==> config.mk <==
export PLATFORM = sky130hd
export DESIGN_NAME = muldiv_unit
export DESIGN_NICKNAME = d
export VERILOG_FILES = /design/src/rtl/muldiv_pkg.sv /design/src/rtl/muldiv_step.sv /design/src/rtl/muldiv_unit.sv
export SDC_FILE = /design/constraint.sdc
export NUM_CORES = 1
export LEC_CHECK = 0
export CAP_MARGIN = 10
export CELL_PAD_IN_SITES_DETAIL_PLACEMENT = 1
export CELL_PAD_IN_SITES_GLOBAL_PLACEMENT = 1
export CORE_ASPECT_RATIO = 1.1
export CORE_UTILIZATION = 35
export CTS_BUF_LIST = sky130_fd_sc_hd__clkbuf_16
export DETAILED_ROUTE_END_ITERATION = 8
export PLACE_DENSITY_LB_ADDON = 0.2
export SLEW_MARGIN = 20
export SYNTH_ARGS = -nofsm -noshare
export SYNTH_HDL_FRONTEND = slang
export SYNTH_SLANG_ARGS = --single-unit
==> constraint.sdc <==
create_clock -name i_clk -period 7.36 [get_ports i_clk]
set_clock_uncertainty 0.2 [all_clocks]
set_input_delay 1.84 -clock i_clk [delete_from_list [all_inputs] [get_ports i_clk]]
set_output_delay 1.84 -clock i_clk [all_outputs]
set_load 0.01 [all_outputs]
==> src/rtl/muldiv_pkg.sv <==
// Shared encodings for the iterative multiply/divide unit: op codes, FSM states, default width.
package muldiv_pkg;

  localparam int MD_WIDTH_DEFAULT = 32;

  localparam logic [2:0] MD_MULT  = 3'd0;
  localparam logic [2:0] MD_MULTU = 3'd1;
  localparam logic [2:0] MD_DIV   = 3'd2;
  localparam logic [2:0] MD_DIVU  = 3'd3;
  localparam logic [2:0] MD_MTHI  = 3'd4;
  localparam logic [2:0] MD_MTLO  = 3'd5;

  typedef enum logic [1:0] {
    MD_ST_IDLE = 2'd0,
    MD_ST_RUN  = 2'd1,
    MD_ST_FIX  = 2'd2
  } md_state_e;

  function automatic logic md_is_signed(input logic [2:0] op);
    return (op == MD_MULT) || (op == MD_DIV);
  endfunction

  function automatic logic md_is_iterative(input logic [2:0] op);
    return (op == MD_MULT) || (op == MD_MULTU) || (op == MD_DIV) || (op == MD_DIVU);
  endfunction

  function automatic logic md_is_divide(input logic [2:0] op);
    return (op == MD_DIV) || (op == MD_DIVU);
  endfunction

endpackage

==> src/rtl/muldiv_step.sv <==
// One iteration of the unsigned magnitude datapath: shift-add multiply or restoring divide.
module muldiv_step import muldiv_pkg::*; #(
  parameter int WIDTH = MD_WIDTH_DEFAULT
) (
  input  logic               i_is_div,
  input  logic [2*WIDTH-1:0] i_acc,
  input  logic [WIDTH-1:0]   i_opnd,
  output logic [2*WIDTH-1:0] o_acc
);

  logic [WIDTH:0]   w_sum;
  logic [WIDTH:0]   w_shift;
  logic [WIDTH-1:0] w_diff;
  logic             w_ge;

  // Multiply: acc = {partial product, remaining multiplier bits}; add when the LSB is set.
  assign w_sum = i_acc[0] ? ({1'b0, i_acc[2*WIDTH-1:WIDTH]} + {1'b0, i_opnd})
                          : {1'b0, i_acc[2*WIDTH-1:WIDTH]};

  // Divide: acc = {partial remainder, dividend/quotient bits}; the low W bits of the
  // difference are exact whenever the trial subtraction succeeds.
  assign w_shift = i_acc[2*WIDTH-1:WIDTH-1];
  assign w_ge    = (w_shift >= {1'b0, i_opnd});
  assign w_diff  = w_shift[WIDTH-1:0] - i_opnd;

  always_comb begin
    o_acc = '0;
    if (i_is_div) begin
      o_acc = {(w_ge ? w_diff : w_shift[WIDTH-1:0]), i_acc[WIDTH-2:0], w_ge};
    end else begin
      o_acc = {w_sum, i_acc[WIDTH-1:1]};
    end
  end

endmodule

==> src/rtl/muldiv_unit.sv <==
// Multi-cycle MULT/MULTU/DIV/DIVU unit with architectural HI/LO; one result bit per cycle.
module muldiv_unit import muldiv_pkg::*; #(
  parameter int WIDTH = MD_WIDTH_DEFAULT
) (
  input  logic             i_clk,
  input  logic             i_rst,
  input  logic             i_start,
  input  logic [2:0]       i_op,
  input  logic [WIDTH-1:0] i_a,
  input  logic [WIDTH-1:0] i_b,
  input  logic             i_flush,
  output logic             o_busy,
  output logic             o_done,
  output logic [WIDTH-1:0] o_hi,
  output logic [WIDTH-1:0] o_lo
);

  localparam int CW = $clog2(WIDTH);
  localparam int W2 = 2 * WIDTH;

  localparam logic [1:0] S_IDLE = MD_ST_IDLE;
  localparam logic [1:0] S_RUN  = MD_ST_RUN;
  localparam logic [1:0] S_FIX  = MD_ST_FIX;

  logic [1:0]       r_state;
  logic [CW-1:0]    r_cnt;
  logic [W2-1:0]    r_acc;
  logic [WIDTH-1:0] r_opnd;
  logic [WIDTH-1:0] r_a_raw;
  logic [WIDTH-1:0] r_hi;
  logic [WIDTH-1:0] r_lo;
  logic             r_is_div;
  logic             r_neg_lo;
  logic             r_neg_hi;
  logic             r_div_zero;
  logic             r_busy;
  logic             r_done;

  logic             w_signed;
  logic             w_sa;
  logic             w_sb;
  logic             w_op_div;
  logic [WIDTH-1:0] w_mag_a;
  logic [WIDTH-1:0] w_mag_b;
  logic [W2-1:0]    w_step_acc;
  logic [W2-1:0]    w_prod;
  logic [WIDTH-1:0] w_quo;
  logic [WIDTH-1:0] w_rem;
  logic [WIDTH-1:0] w_fix_hi;
  logic [WIDTH-1:0] w_fix_lo;

  assign w_signed = md_is_signed(i_op);
  assign w_op_div = md_is_divide(i_op);
  assign w_sa     = w_signed & i_a[WIDTH-1];
  assign w_sb     = w_signed & i_b[WIDTH-1];
  assign w_mag_a  = w_sa ? (~i_a + 1'b1) : i_a;
  assign w_mag_b  = w_sb ? (~i_b + 1'b1) : i_b;

  muldiv_step #(.WIDTH(WIDTH)) u_step (
    .i_is_div (r_is_div),
    .i_acc    (r_acc),
    .i_opnd   (r_opnd),
    .o_acc    (w_step_acc)
  );

  // Sign correction: LO/product takes sa^sb, the remainder follows the dividend.
  assign w_prod = r_neg_lo ? (~r_acc + 1'b1) : r_acc;
  assign w_quo  = r_neg_lo ? (~r_acc[WIDTH-1:0] + 1'b1) : r_acc[WIDTH-1:0];
  assign w_rem  = r_neg_hi ? (~r_acc[W2-1:WIDTH] + 1'b1) : r_acc[W2-1:WIDTH];

  always_comb begin
    w_fix_hi = '0;
    w_fix_lo = '0;
    if (!r_is_div) begin
      w_fix_hi = w_prod[W2-1:WIDTH];
      w_fix_lo = w_prod[WIDTH-1:0];
    end else if (r_div_zero) begin
      w_fix_hi = r_a_raw;
      w_fix_lo = '1;
    end else begin
      w_fix_hi = w_rem;
      w_fix_lo = w_quo;
    end
  end

  always_ff @(posedge i_clk or posedge i_rst) begin
    if (i_rst) begin
      r_state    <= S_IDLE;
      r_cnt      <= '0;
      r_acc      <= '0;
      r_opnd     <= '0;
      r_a_raw    <= '0;
      r_hi       <= '0;
      r_lo       <= '0;
      r_is_div   <= 1'b0;
      r_neg_lo   <= 1'b0;
      r_neg_hi   <= 1'b0;
      r_div_zero <= 1'b0;
      r_busy     <= 1'b0;
      r_done     <= 1'b0;
    end else begin
      r_done <= 1'b0;
      case (r_state)
        S_IDLE: begin
          // A flush in the same cycle drops the request, MTHI/MTLO included.
          if (i_start && !i_flush) begin
            if (md_is_iterative(i_op)) begin
              r_state    <= S_RUN;
              r_busy     <= 1'b1;
              r_cnt      <= CW'(WIDTH - 1);
              r_is_div   <= w_op_div;
              r_acc      <= {{WIDTH{1'b0}}, (w_op_div ? w_mag_a : w_mag_b)};
              r_opnd     <= w_op_div ? w_mag_b : w_mag_a;
              r_neg_lo   <= w_sa ^ w_sb;
              r_neg_hi   <= w_op_div & w_sa;
              r_div_zero <= w_op_div && (i_b == '0);
              r_a_raw    <= i_a;
            end else if (i_op == MD_MTHI) begin
              r_hi <= i_a;
            end else if (i_op == MD_MTLO) begin
              r_lo <= i_a;
            end
          end
        end
        S_RUN: begin
          if (i_flush) begin
            r_state <= S_IDLE;
            r_busy  <= 1'b0;
          end else begin
            r_acc <= w_step_acc;
            r_cnt <= r_cnt - CW'(1);
            if (r_cnt == '0) begin
              r_state <= S_FIX;
            end
          end
        end
        S_FIX: begin
          r_state <= S_IDLE;
          r_busy  <= 1'b0;
          if (!i_flush) begin
            r_hi   <= w_fix_hi;
            r_lo   <= w_fix_lo;
            r_done <= 1'b1;
          end
        end
        default: begin
          r_state <= S_IDLE;
          r_busy  <= 1'b0;
        end
      endcase
    end
  end

  assign o_busy = r_busy;
  assign o_done = r_done;
  assign o_hi   = r_hi;
  assign o_lo   = r_lo;

endmodule

==> results of run 1 <==
power by group through the flow:
| stage | sequential, mW | clock (mW) | combinational [mW] |
|---|---|---|---|
| floorplan | 1.68 | 0 | 2.96 |
| global placement | 2.04 | 0 | 4.01 |
| detailed placement | 2.05 | 0 | 4.08 |
| CTS | 2.04 | 1.46 | 4.11 |
| global route | 2.08 | 1.50 | 4.55 |
| finish | 2.05 | 1.44 | 4.16 |
synthesized netlist by cell type, types with 20 or more instances:
| master | count | area [µm²] |
|---|---|---|
| nand2_1 | 347 | 1303 |
| a21oi_1 | 237 | 1186 |
| o21ai_0 | 237 | 1186 |
| dfrtp_1 | 205 | 5130 |
| nor2_1 | 194 | 728.2 |
| clkbuf_1 | 146 | 548.0 |
| xnor2_1 | 101 | 884.6 |
| xor2_1 | 71 | 621.9 |
| ha_1 | 70 | 875.8 |
| inv_1 | 67 | 251.5 |
| mux2i_1 | 56 | 560.5 |
| nor3_1 | 51 | 255.2 |
| o31ai_1 | 41 | 307.8 |
| nand3_1 | 37 | 185.2 |
| o211ai_1 | 36 | 270.3 |
| o22ai_1 | 35 | 219.0 |
| a211oi_1 | 31 | 232.7 |
| buf_1 | 23 | 86.33 |
| nand2b_1 | 23 | 143.9 |
| a31oi_1 | 20 | 125.1 |
worst reg2reg max path, cell delays in order, from the launching register on:
cell and delay, ns:
dfrtp_1 0.65, ha_1 0.52, and4_1 0.24, nand2_1 0.09, a311o_1 0.40, a211o_1 0.38
a211oi_1 0.41, o21ai_1 0.11, buf_4 0.25, nand2_1 0.69, a211oi_1 0.23, a221o_1 0.32
layout make-up:
type | count | area [µm²]
fill | 6051 | 29020
sequential | 205 | 5135
clock buffer | 27 | 675.6
timing repair buffer | 175 | 1662
inverter | 67 | 255.2
clock inverter | 20 | 254.0
tap | 652 | 815.8
multi-input combinational | 1876 | 11530
cells by family after synthesis:
family,after synthesis
buffers and inverters,255
xor gates and xnor gates,172
DFF,205
muxes,61
adders and majority gates,72
AOI/OAI and AO/OA,785
and+or+nand+nor,786
how the worst max path moves through the flow:
| stage | from | endpoint | slack [ns] | depth (start not counted) |
|---|---|---|---|---|
| after floorplan | i_rst | o_busy | 2.66 | 1 |
| after global placement | i_b[7] | r_acc[27] | 2.03 | 9 |
| after detailed placement | i_b[3] | r_acc[30] | 1.95 | 10 |
| after CTS | i_b[3] | r_acc[30] | 2.54 | 10 |
| after global routing | i_b[2] | r_acc[30] | 2.25 | 10 |
| final | i_b[3] | r_acc[30] | 2.46 | 10 |
state kept, by name, summed over array words and instances, names as in the netlist:
register    flops
r_acc          64
r_div_zero      1
r_is_div        1
o_busy          1
o_hi           32
o_lo           32
r_neg_hi        1
r_state         2
r_opnd         32
r_a_raw        32
r_cnt           5
r_neg_lo        1
o_done          1
stage by stage:
stage,area [µm²],hold WS (ns),util (%),worst slack (ns)
after global routing,20330,0.2898,41.19,2.248
after global placement,19390,0.2535,39.30,2.027
final,20330,0.2734,41.19,2.465
after CTS,20330,0.2742,41.19,2.539
after detailed placement,19400,0.2584,39.31,1.953
after floorplan,17630,0.2404,-,2.662
routing by layer:
layer | track usage (%) | vias to the layer above
met3 | 3.199 | 155
met5 | 0 | -
li1 | - | 8397
met1 | 39.33 | 9201
met2 | 50.07 | 584
met4 | 13.79 | 0
==> flow_metrics.env, run 1 <==
export IMPL_outcome="completed"
export IMPL_viasPerCell=6.068
export IMPL_swShare_pct=48.72
export IMPL_area_delta_synth_final_pct=15.29
export IMPL_wl_per_cell_um=25.88
export IMPL_grt_pass1_wl_um=118200
export IMPL_finalHoldViolCount=0
export IMPL_clkPwrFrac_pct=18.8
export IMPL_final_common_cell="nand2_1"
export IMPL_met3_wirelength_um=4136
export IMPL_h_tree_depth=1
export IMPL_maxSlewHeadroom_pct=22.58
export IMPL_final_cell_mix="nand2_1, a21oi_1, o21ai_0, dfrtp_1, nor2_1"
export IMPL_power_density_nw_per_um2=376.1
export IMPL_finalSetupViolations=0
export IMPL_cp_end_kind="register"
export IMPL_avgSynthCellArea_um2=7.547
export IMPL_critPathRequiredTime_ns=7.61
export IMPL_ios=137
export IMPL_ctsHoldBuffers=0
export IMPL_io_buffer_count=136
export IMPL_gp_congestion=0.9844
export IMPL_synth_top_family_by_area="compound AO/OA/AOI/OAI gates"
export IMPL_cts_setup_buffers=0
export IMPL_synth_area_mux_share_pct=3.499
export IMPL_antenna_found_initial=0
export IMPL_drt_initial_drc_count=1383
export IMPL_synth_simple_area_share_pct=20.69
export IMPL_leakagePower_nw=8.272
export IMPL_synth_edf_count=0
export IMPL_ys_warn_count=0
export IMPL_ys_seq_elements=205
export IMPL_place_inst=2975
export IMPL_grt_total_usage_pct=30.14
export IMPL_std_cell_rows=85
export IMPL_dp_hpwl_um=58330
export IMPL_grt_max_degree=121
export IMPL_pwr_share_seq_pct=26.9
export IMPL_fin_crit_ns=4.895
export IMPL_p_total_mw=7.645
export IMPL_post_cts_resized=0
export IMPL_clockBufferDepth=3
export IMPL_startpoint_type="input pin"
export IMPL_antennaDiodeCount=0
export IMPL_wl_met2_um=36640
export IMPL_core_area_um2=49350
export IMPL_dieWidth_um=216.0
export IMPL_synthDistinctLibCells=83
export IMPL_arrival_ns=5.14
export IMPL_hold_end="r_a_raw[27]"
export IMPL_ir_drop_mv=0.2108
export IMPL_clk_latency_ns=0.57
export IMPL_cpMaxStageDelayCell="nor3b_1"
export IMPL_synth_main_ff_cell="dfrtp_1"
export IMPL_synth_compound_area_share_pct=27.13
export IMPL_dieArea_um2=51280
export IMPL_cp_num_buf_inv=1
export IMPL_maxCapViolCount=0
export IMPL_firstDrtPassIters=7
export IMPL_synthAdderAreaFrac_pct=5.195
export IMPL_cp_max_fo=6
export IMPL_synthesis_nets=2479
export IMPL_min_path_type="reg2reg"
export IMPL_grt_pass1_vias=18880
export IMPL_power_share_combinational_pct=54.3
export IMPL_fin_setup_tns_ns=0
export IMPL_ant_nets=0
export IMPL_drive_above_1_share_pct=5.401
export IMPL_cp_slowest_stage_delay_ns=0.59
export IMPL_initial_core_util_pct=35.73
export IMPL_cts_root_buf="clkbuf_16"
export IMPL_wirelength_um=78220
export IMPL_wl_met1_um=33650
export IMPL_drc=0
export IMPL_crit_type="in2reg"
export IMPL_fin_nets=2495
export IMPL_clock_sinks=205
export IMPL_top_layer="met4"
export IMPL_hold_path_depth=2
export IMPL_r2r_slack_ns=2.72
export IMPL_slew_violations=0
export IMPL_r2r_end="r_acc[54]"
export IMPL_timing_rr_start="r_acc[42]"
export IMPL_grt_overflow=0
export IMPL_tritoncts="built"
export IMPL_timing_fmax_mhz=204.3
export IMPL_vias=18340
export IMPL_crit_family="simple AND/OR/NAND/NOR gates"
export IMPL_p_int_mw=3.920
export IMPL_cts_buffers=27
export IMPL_p_switching_mw=3.725
export IMPL_stdcell_count=3022
export IMPL_rsz0062_at_grt="false"
export IMPL_min_from="r_a_raw[27]"
export IMPL_postSynthCellCount=2336
export IMPL_cp_cell_sequence="clkdlybuf4s50_1, or3_1, nor3b_1, nor4b_4, nor3b_4, nand2_1, o31ai_2, xor2_1, a21oi_1, o221a_1"
export IMPL_fin_crit_sh_pct=66.51
export IMPL_synth_cell_area_um2=17630
export IMPL_path_clk_slew_ns=0.06
export IMPL_worst_slew_pin_slew_ns=1.160
export IMPL_die_y_um=237.4
export IMPL_seq_area_frac_synth_pct=29.10
export IMPL_async_reset_ff_share_pct=100.0
export IMPL_synth_xor_area_share_pct=8.544
export IMPL_reg2reg_depth=11
Power figures use the tool's default switching activity.
==> run 2: changes to the inputs <==
Clock period 7.36 ns to 4 ns, I/O delays scaled along.
==> flow_metrics.env, run 2 (synthesis results as in run 1) <==
export IMPL_outcome="completed"
export IMPL_gp_congestion=0.9743
export IMPL_ios=137
export IMPL_wl_per_cell_um=26.12
export IMPL_finalHoldViolCount=0
export IMPL_dpl_worst_slack_ns=-0.2714
export IMPL_grt_total_usage_pct=32.36
export IMPL_fin_util_pct=44.02
export IMPL_p_switching_mw=7.049
export IMPL_holdWs_ns=0.2780
export IMPL_nFillCells=6065
export IMPL_rsz0062_at_grt="false"
export IMPL_largest_reg_flops=64
export IMPL_io_buffer_count=136
export IMPL_wl_met1_um=36160
export IMPL_dpl_instance_area_um2=20870
export IMPL_post_cts_resized=0
export IMPL_grt_pass1_wl_um=126100
export IMPL_cts_setup_buffers=0
export IMPL_slew_violations=0
export IMPL_p_int_mw=7.452
export IMPL_stdcell_count=3212
export IMPL_area_delta_synth_final_pct=23.22
export IMPL_worst_slew_pin_slew_ns=1.160
export IMPL_top_register="r_acc"
export IMPL_power_density_nw_per_um2=667.5
export IMPL_final_cell_mix="nand2_1, a21oi_1, o21ai_0, buf_4, dfrtp_1"
export IMPL_initial_core_util_pct=35.73
export IMPL_vias=19160
export IMPL_drt_initial_drc_count=1234
export IMPL_hold_path_depth=2
export IMPL_final_common_cell="nand2_1"
export IMPL_clockBufferDepth=3
export IMPL_leakagePower_nw=9.178
export IMPL_setup_ws_ns=0.1673
export IMPL_ir_drop_mv=0.3715
export IMPL_grt_pass1_vias=19890
export IMPL_die_y_um=237.4
export IMPL_core_area_um2=49350
export IMPL_fin_setup_tns_ns=0
export IMPL_top_layer="met4"
export IMPL_arrival_ns=4.08
export IMPL_crit_type="reg2reg"
export IMPL_drive_above_1_share_pct=12.27
export IMPL_power_share_combinational_pct=60.5
export IMPL_grt_overflow=0
export IMPL_tritoncts="built"
export IMPL_fin_crit_sh_pct=95.82
export IMPL_min_path_type="reg2reg"
export IMPL_r2r_slack_ns=0.17
export IMPL_startpoint_type="register"
export IMPL_critPathRequiredTime_ns=4.25
export IMPL_ctsHoldBuffers=0
export IMPL_cp_end_kind="register"
export IMPL_cp_max_fo=19
export IMPL_dieWidth_um=216.0
export IMPL_fin_crit_ns=3.833
export IMPL_grt_max_degree=58
export IMPL_drc=0
export IMPL_viasPerCell=5.964
export IMPL_h_tree_depth=1
export IMPL_firstDrtPassIters=5
export IMPL_antenna_found_initial=1
export IMPL_timing_fmax_mhz=260.9
export IMPL_design_area_um2=21720
export IMPL_p_total_mw=14.50
export IMPL_ant_nets=0
export IMPL_cts_root_buf="clkbuf_16"
export IMPL_place_inst=3163
export IMPL_pwr_share_seq_pct=22.9
export IMPL_maxSlewHeadroom_pct=22.40
export IMPL_clkPwrFrac_pct=16.7
export IMPL_maxCapViolCount=0
export IMPL_swShare_pct=48.61
export IMPL_finalSetupViolations=0
export IMPL_dieArea_um2=51280
export IMPL_met3_wirelength_um=4021
export IMPL_wirelength_um=83880
export IMPL_std_cell_rows=85
export IMPL_clock_sinks=205
export IMPL_wl_met2_um=39870
export IMPL_fin_nets=2683
export IMPL_reg2reg_depth=10
export IMPL_dp_hpwl_um=65800
export IMPL_clk_latency_ns=0.57
export IMPL_path_clk_slew_ns=0.06
export IMPL_cts_buffers=27
run 2: changes by cell type in the layout (fill, tap and decap cells not counted), sizes merged:
cell,change
clkinvlp,-1
buf,+188
diode,+1
bufinv,-3
clkinv,+6
inv,-1
run 2: layout make-up:
cell class              count  area (µm²)  area share, %
diodes                      1       2.502        0.01152
clock buffers              27       675.6          3.110
clock inverters            21       173.9         0.8006
repair buffers            363        3136          14.43
well taps                 652       815.8          3.755
multi-input cells        1876       11530          53.08
inverters                  67       255.2          1.175
flip-flops and latches    205        5135          23.64
run 2: per-layer routing:
layer / GRT usage (%) / vias to the layer above
li1: - / 8772
met1: 41.58 / 9658
met2: 54.83 / 554
met3: 3.928 / 171
met4: 13.29 / 0
met5: 0 / -
run 2: critical path: stages (launching register included):
cell,delay [ns]
dfrtp_1,0.53
inv_1,0.27
ha_1,0.29
a21oi_1,0.18
o21ai_0,0.17
nor3b_1,0.34
a211oi_2,0.15
o21a_1,0.21
nor2_2,0.81
o211ai_1,0.25
a32o_1,0.32
run 2: power by group through the flow:
| stage | sequential, mW | clock (mW) | combinational (mW) |
|---|---|---|---|
| after global routing | 3.35 | 2.53 | 9.49 |
| after CTS | 3.29 | 2.45 | 8.67 |
| after global placement | 3.30 | 0 | 8.42 |
| after detailed placement | 3.31 | 0 | 8.61 |
| final | 3.31 | 2.42 | 8.77 |
| after floorplan | 3.09 | 0 | 5.45 |
run 2: path summary, 6_finish.rpt:
check                                  from           to
worst min-delay path            r_a_raw[23]  r_a_raw[23]
worst min register to register  r_a_raw[23]  r_a_raw[23]
worst max register to register   r_opnd[23]    r_acc[53]
worst max-delay path             r_opnd[23]    r_acc[53]
min in group asynchronous             i_rst     o_lo[13]
max in group asynchronous             i_rst    r_opnd[9]
